File: src/rtl/sal_sched_rr.sv
// DRAM command scheduler: fixed class priority ACT>RD>WR>PRE>REF, round-robin within a class,
// inter-bank timing counters and a registered command output. Define SAL_SCHED_FAW_EN for the tFAW window limit.
module sal_sched_rr #(
  parameter int BK_CNT = 16,
  parameter int RA_W   = 16,
  parameter int CA_W   = 10,
  parameter int ID_W   = 4,
  parameter int LEN_W  = 4,
  parameter int TW     = 5
) (
  input  logic                       clk,
  input  logic                       rst,
  input  logic [BK_CNT-1:0]          act_req_i,
  input  logic [BK_CNT-1:0]          rd_req_i,
  input  logic [BK_CNT-1:0]          wr_req_i,
  input  logic [BK_CNT-1:0]          pre_req_i,
  input  logic [BK_CNT-1:0]          ref_req_i,
  input  logic [BK_CNT*RA_W-1:0]     ra_i,
  input  logic [BK_CNT*CA_W-1:0]     ca_i,
  input  logic [BK_CNT*ID_W-1:0]     id_i,
  input  logic [BK_CNT*LEN_W-1:0]    len_i,
  output logic [BK_CNT-1:0]          act_gnt_o,
  output logic [BK_CNT-1:0]          rd_gnt_o,
  output logic [BK_CNT-1:0]          wr_gnt_o,
  output logic [BK_CNT-1:0]          pre_gnt_o,
  output logic [BK_CNT-1:0]          ref_gnt_o,
  input  logic [TW-1:0]              t_rrd_m1_i,
  input  logic [TW-1:0]              t_ccd_m1_i,
  input  logic [TW-1:0]              t_rtw_m1_i,
  input  logic [TW-1:0]              t_wtr_m1_i,
  input  logic [TW-1:0]              t_faw_m1_i,
  output logic                       cmd_valid_o,
  output logic [2:0]                 cmd_type_o,
  output logic [$clog2(BK_CNT)-1:0]  cmd_ba_o,
  output logic [RA_W-1:0]            cmd_ra_o,
  output logic [CA_W-1:0]            cmd_ca_o,
  output logic [ID_W-1:0]            cmd_id_o,
  output logic [LEN_W-1:0]           cmd_len_o
);

  localparam int BW   = $clog2(BK_CNT);
  localparam int NCLS = 5;
  localparam logic [2:0] CLS_ACT = 3'd0;
  localparam logic [2:0] CLS_RD  = 3'd1;
  localparam logic [2:0] CLS_WR  = 3'd2;

  logic [BK_CNT-1:0] req  [NCLS];
  logic [BK_CNT-1:0] gnt  [NCLS];
  logic [BW-1:0]     ptr  [NCLS];
  logic [BW:0]       pick [NCLS];
  logic [NCLS-1:0]   elig;
  logic              win_vld;
  logic              fire;
  logic [2:0]        win_cls;
  logic [BW-1:0]     win_bank;
  logic              act_fire, rd_fire, wr_fire;
  logic [TW-1:0]     rrd_cnt, ccd_cnt, rtw_cnt, wtr_cnt;
  logic              rrd_met, ccd_met, rtw_met, wtr_met;
  logic              faw_ok;

  assign req[0] = act_req_i;
  assign req[1] = rd_req_i;
  assign req[2] = wr_req_i;
  assign req[3] = pre_req_i;
  assign req[4] = ref_req_i;

  // Returns {found, bank} of the first requester at or after ptr, wrapping mod BK_CNT.
  function automatic logic [BW:0] rr_pick(input logic [BK_CNT-1:0] r, input logic [BW-1:0] p);
    logic [BW:0]   res;
    logic [BW-1:0] bidx;
    int            idx;
    res = '0;
    for (int i = BK_CNT - 1; i >= 0; i--) begin
      idx = int'(p) + i;
      if (idx >= BK_CNT) idx = idx - BK_CNT;
      bidx = BW'(idx);
      if (r[bidx]) res = {1'b1, bidx};
    end
    return res;
  endfunction

  function automatic logic [TW-1:0] tick(input logic [TW-1:0] cnt, input logic trig,
                                         input logic [TW-1:0] m1);
    if (trig) return m1;
    if (cnt != '0) return cnt - TW'(1);
    return cnt;
  endfunction

  always_comb begin
    for (int c = 0; c < NCLS; c++) pick[c] = rr_pick(req[c], ptr[c]);
  end

  assign rrd_met = (rrd_cnt == '0);
  assign ccd_met = (ccd_cnt == '0);
  assign rtw_met = (rtw_cnt == '0);
  assign wtr_met = (wtr_cnt == '0);

  assign elig[0] = pick[0][BW] & rrd_met & faw_ok;
  assign elig[1] = pick[1][BW] & ccd_met & wtr_met;
  assign elig[2] = pick[2][BW] & ccd_met & rtw_met;
  assign elig[3] = pick[3][BW];
  assign elig[4] = pick[4][BW] & rrd_met;

  // Descending scan so the highest-priority (lowest index) eligible class is written last.
  always_comb begin
    win_vld  = 1'b0;
    win_cls  = CLS_ACT;
    win_bank = '0;
    for (int c = NCLS - 1; c >= 0; c--) begin
      if (elig[c]) begin
        win_vld  = 1'b1;
        win_cls  = 3'(c);
        win_bank = pick[c][BW-1:0];
      end
    end
    fire = win_vld & ~rst;
    for (int c = 0; c < NCLS; c++) begin
      gnt[c] = (fire && win_cls == 3'(c)) ? (BK_CNT'(1) << win_bank) : '0;
    end
  end

  assign act_gnt_o = gnt[0];
  assign rd_gnt_o  = gnt[1];
  assign wr_gnt_o  = gnt[2];
  assign pre_gnt_o = gnt[3];
  assign ref_gnt_o = gnt[4];

  assign act_fire = fire && win_cls == CLS_ACT;
  assign rd_fire  = fire && win_cls == CLS_RD;
  assign wr_fire  = fire && win_cls == CLS_WR;

  always_ff @(posedge clk) begin
    if (rst) begin
      rrd_cnt <= '0;
      ccd_cnt <= '0;
      rtw_cnt <= '0;
      wtr_cnt <= '0;
      for (int c = 0; c < NCLS; c++) ptr[c] <= '0;
    end else begin
      rrd_cnt <= tick(rrd_cnt, act_fire, t_rrd_m1_i);
      ccd_cnt <= tick(ccd_cnt, rd_fire | wr_fire, t_ccd_m1_i);
      rtw_cnt <= tick(rtw_cnt, rd_fire, t_rtw_m1_i);
      wtr_cnt <= tick(wtr_cnt, wr_fire, t_wtr_m1_i);
      for (int c = 0; c < NCLS; c++) begin
        if (fire && win_cls == 3'(c)) begin
          ptr[c] <= (win_bank == BW'(BK_CNT - 1)) ? '0 : win_bank + BW'(1);
        end
      end
    end
  end

`ifdef SAL_SCHED_FAW_EN
  logic [TW-1:0] faw_cnt [4];
  logic [1:0]    faw_sel;

  // Lowest-index idle window slot takes the next ACT.
  always_comb begin
    faw_ok  = 1'b0;
    faw_sel = 2'd0;
    for (int i = 3; i >= 0; i--) begin
      if (faw_cnt[i] == '0) begin
        faw_ok  = 1'b1;
        faw_sel = 2'(i);
      end
    end
  end

  always_ff @(posedge clk) begin
    if (rst) begin
      for (int i = 0; i < 4; i++) faw_cnt[i] <= '0;
    end else begin
      for (int i = 0; i < 4; i++) begin
        faw_cnt[i] <= tick(faw_cnt[i], act_fire && faw_sel == 2'(i), t_faw_m1_i);
      end
    end
  end
`else
  logic unused_faw;
  assign unused_faw = ^t_faw_m1_i;
  assign faw_ok     = 1'b1;
`endif

  always_ff @(posedge clk) begin
    if (rst) begin
      cmd_valid_o <= 1'b0;
      cmd_type_o  <= '0;
      cmd_ba_o    <= '0;
      cmd_ra_o    <= '0;
      cmd_ca_o    <= '0;
      cmd_id_o    <= '0;
      cmd_len_o   <= '0;
    end else if (fire) begin
      cmd_valid_o <= 1'b1;
      cmd_type_o  <= win_cls;
      cmd_ba_o    <= win_bank;
      cmd_ra_o    <= act_fire ? ra_i[int'(win_bank)*RA_W +: RA_W] : '0;
      cmd_ca_o    <= (rd_fire | wr_fire) ? ca_i[int'(win_bank)*CA_W +: CA_W] : '0;
      cmd_id_o    <= (rd_fire | wr_fire) ? id_i[int'(win_bank)*ID_W +: ID_W] : '0;
      cmd_len_o   <= (rd_fire | wr_fire) ? len_i[int'(win_bank)*LEN_W +: LEN_W] : '0;
    end else begin
      cmd_valid_o <= 1'b0;
    end
  end

endmodule

File: config.mk
export PLATFORM = sky130hd
export DESIGN_NAME = sal_sched_rr
export DESIGN_NICKNAME = d
export VERILOG_FILES = /design/src/rtl/sal_sched_rr.sv
export SDC_FILE = /design/constraint.sdc
export NUM_CORES = 1
export LEC_CHECK = 0
export BUFFER_PORTS_ARGS = -buffer_cell sky130_fd_sc_hd__buf_2
export CAP_MARGIN = 0
export CELL_PAD_IN_SITES_DETAIL_PLACEMENT = 0
export CELL_PAD_IN_SITES_GLOBAL_PLACEMENT = 1
export CORE_AREA = 2 2 297 299
export DETAILED_ROUTE_END_ITERATION = 8
export DIE_AREA = 0 0 299 301
export GPL_TIMING_DRIVEN = 0
export HOLD_SLACK_MARGIN = 0.15
export PLACE_DENSITY = 0.63
export SETUP_SLACK_MARGIN = 0.5
export SYNTH_ARGS = -nofsm -noshare
export SYNTH_HDL_FRONTEND = slang
export SYNTH_SLANG_ARGS = --single-unit
File: constraint.sdc
create_clock -name clk -period 20.5 [get_ports clk]
set_clock_uncertainty 0.15 [all_clocks]
set_input_delay 2.05 -clock clk [delete_from_list [all_inputs] [get_ports clk]]
set_output_delay 2.05 -clock clk [all_outputs]
set_load 0.02 [all_outputs]
==> results.sh <==
export IMPL_globalRouteOverflowTotal=0
export IMPL_drt_pass1_iter_count=6
export IMPL_fin_area_mm2=0.0261
export IMPL_numClockSinks=82
export IMPL_drive_above_1_share=0.371
export IMPL_io_pins=773
export IMPL_synth_warnings=0
export IMPL_grt_antenna_before_repair=61
export IMPL_timing_hold_worst_class="flop to flop"
export IMPL_max_cap_viol_count=0
export IMPL_cts_repair_resize_count=0
export IMPL_max_clock_freq_ghz=0.0821
export IMPL_final_cell_mix="826 x buf_2, 237 x mux2i_1, 197 x nor2_1"
export IMPL_finalMaxSlewViolations=0
export IMPL_synth_nets=3102
export IMPL_mostFrequentLayoutCell="buf_2"
export IMPL_yosys_area_top_type_share=0.195
export IMPL_syn2layout_area_growth_pct=27.9
export IMPL_finalCriticalPeriod_ps=12170
export IMPL_grt_first_pass_wirelength_mm=187
export IMPL_initial_core_util=0.236
export IMPL_worst_path_max_fanout=10
export IMPL_design_final_nets=3883
export IMPL_syn_avg_cell_area_um2=8.48
export IMPL_outcome="completed"
export IMPL_cts_path_max_buffers=2
export IMPL_clk_root_buffer_cell="clkbuf_16"
export IMPL_detail_route_antenna_nets=0
export IMPL_maximum_number_of_pins_on_one_net_before_global_route_repair=15
export IMPL_worst_setup_hold_path_clk_slew_ps=90
export IMPL_dieWidth_um=299
export IMPL_postSynth_topFlopCell="dfxtp_1"
export IMPL_hold_violations=0
export IMPL_htree_num_levels=3
export IMPL_finalSetupViolCount=0
export IMPL_num_rows=108
export IMPL_first_global_vias=23900
export IMPL_postSynthCellCount=2406
export IMPL_post_route_period_util=0.594
export IMPL_cts_hold_buffers=0
export IMPL_grt_total_usage=0.293
export IMPL_routedWlPerCell_um=31.5
export IMPL_post_cts_setup_buffers=0
export IMPL_drt_drc=0
export IMPL_port_buffers=767
export IMPL_critPathArrivalTime_ps=9970
export IMPL_routed_via_density=5.74
export IMPL_die_area_mm2=0.0900
export IMPL_core_area_mm2=0.0865
export IMPL_ys_ff_latch=82
export IMPL_synth_largest_area_cell="mux4_2"
export IMPL_synth_edf_count=20
export IMPL_fin_ws_ps=8330
export IMPL_number_of_placed_instances_taps_included=4331
export IMPL_synth_cell_area_mm2=0.0204
export IMPL_fillerInstances=9536
export IMPL_tritoncts_num_buffers=9
export IMPL_post_synth_num_cell_types=96
export IMPL_hold_path_cell_count=2
export IMPL_setup_worst_path_class="flop to output pin"
export IMPL_fin_tns_setup_ps=0
export IMPL_grt_setup_unrepaired="false"
export IMPL_transition_time_at_the_pin_with_the_least_slew_margin_ps=1230
export IMPL_die_height_um=301
export IMPL_cell_count_of_the_worst_reg_to_reg_path=21
export IMPL_cts_tree="yes"
export IMPL_critical_path_endpoint_type="output pin"
export IMPL_maxSlewHeadroom=0.179
export IMPL_synth_sequential_area_ratio=0.0903
export IMPL_drt_iter0_drc=2933
export IMPL_finalWeightedCongestion=1.00
export IMPL_detailedPlacementHpwl_mm=116
export IMPL_place_worst_setup_slack_ps=8860
export IMPL_place_area_mm2=0.0257
export IMPL_netlist_top_cells_area="mux4_2 20%, mux2i_1 12%, dfxtp_1 6.1%, mux2_2 5.5%, nor2_1 3.6%"
export IMPL_area_of_the_multi_input_gates_mm2=0.0172
export IMPL_register_area_mm2=0.00184
export IMPL_clk_latency_ps=400
export IMPL_routed_wl_mm=138
export IMPL_worst_setup_path_start_kind="flop"
export IMPL_cp_data_required_time_ps=18300
export IMPL_detailroute_via_count=25200
export IMPL_async_reset_ff_frac=0
export IMPL_fin_cells=4386
==> routing by layer <==
layer  global-route usage  up-vias  share of wire
met5                    0        -         0.0014
met4               0.0951       32          0.035
met3                0.101      178           0.11
met2                0.474     1418           0.46
met1                0.364    12500           0.39
li1                     -    11100              -
==> synthesized netlist by cell type, types with 26 or more instances <==
| cell type | instances |
|---|---|
| a211oi_1 | 30 |
| a21oi_1 | 110 |
| a22oi_1 | 26 |
| and3_1 | 32 |
| buf_2 | 59 |
| clkbuf_1 | 101 |
| dfxtp_1 | 62 |
| ha_1 | 45 |
| inv_1 | 114 |
| mux2_1 | 37 |
| mux2_2 | 99 |
| mux2i_1 | 237 |
| mux4_2 | 177 |
| nand2_1 | 180 |
| nand3_1 | 54 |
| nand4_1 | 30 |
| nor2_1 | 197 |
| nor3_1 | 34 |
| o2111ai_1 | 74 |
| o211ai_1 | 88 |
| o21ai_0 | 126 |
| xnor2_1 | 49 |
==> flip-flops by register name, indices dropped and copies added, names as in the netlist <==
register / flops
rrd_cnt: 5
ptr: 20
cmd_ba_o: 4
ccd_cnt: 5
rtw_cnt: 5
wtr_cnt: 5
cmd_valid_o: 1
cmd_len_o: 4
cmd_id_o: 4
cmd_type_o: 3
cmd_ra_o: 16
cmd_ca_o: 10
==> cell type report <==
cell class                      count  area share
Antenna cell                       39     0.00374
Timing Repair Buffer              770       0.148
Multi-Input combinational cell   2011       0.660
Inverter                          122      0.0175
Clock buffer                       10     0.00877
Clock inverter                      6     0.00158
Sequential cell                    82      0.0706
Buffer                            191      0.0340
Tap cell                         1155      0.0554
==> cell families after synthesis <==
logic type	after synthesis	share of synthesized area
compound gates	687	0.240
xor+xnor	72	0.0313
fa+ha+maj	45	0.0276
buf+inv	313	0.0660
flops	82	0.0903
mux	552	0.389
simple gates	655	0.156
==> stage by stage <==
step	util	hold WS (ps)
after detailed placement	0.298	298
after global routing	0.301	342
final	0.302	312
after global placement	0.297	291
after CTS	0.301	314
after floorplan	-	328
==> worst paths after layout <==
path	start	to	slack, ps
worst min register to register	cmd_ba_o[0]	cmd_ba_o[0]	310
worst max register to register	ptr[0][0]	ptr[0][19]	10530
worst max-delay path	ptr[0][0]	act_gnt_o[14]	8330
worst min-delay path	cmd_ba_o[0]	cmd_ba_o[0]	310
==> worst max-delay path: stages, from the launching register on <==
cell and delay [ps]:
edfxtp_1 460, buf_2 290, buf_2 340, buf_2 320, clkbuf_1 480, inv_1 270
ha_1 350, clkbuf_1 490, mux4_2 670, mux2i_1 430, mux2i_1 200, nor2_1 220
nand4b_2 170, o41ai_4 1100, nor4_1 340, a31oi_1 520, buf_4 320, nor2_2 180
buf_2 310, nand2_1 570, clkbuf_1 970, nor2_1 280, buf_2 260
Power is left out: the tool's default activity adds up to more than one toggle a clock period on the data nets, which glitch-free logic cannot reach.
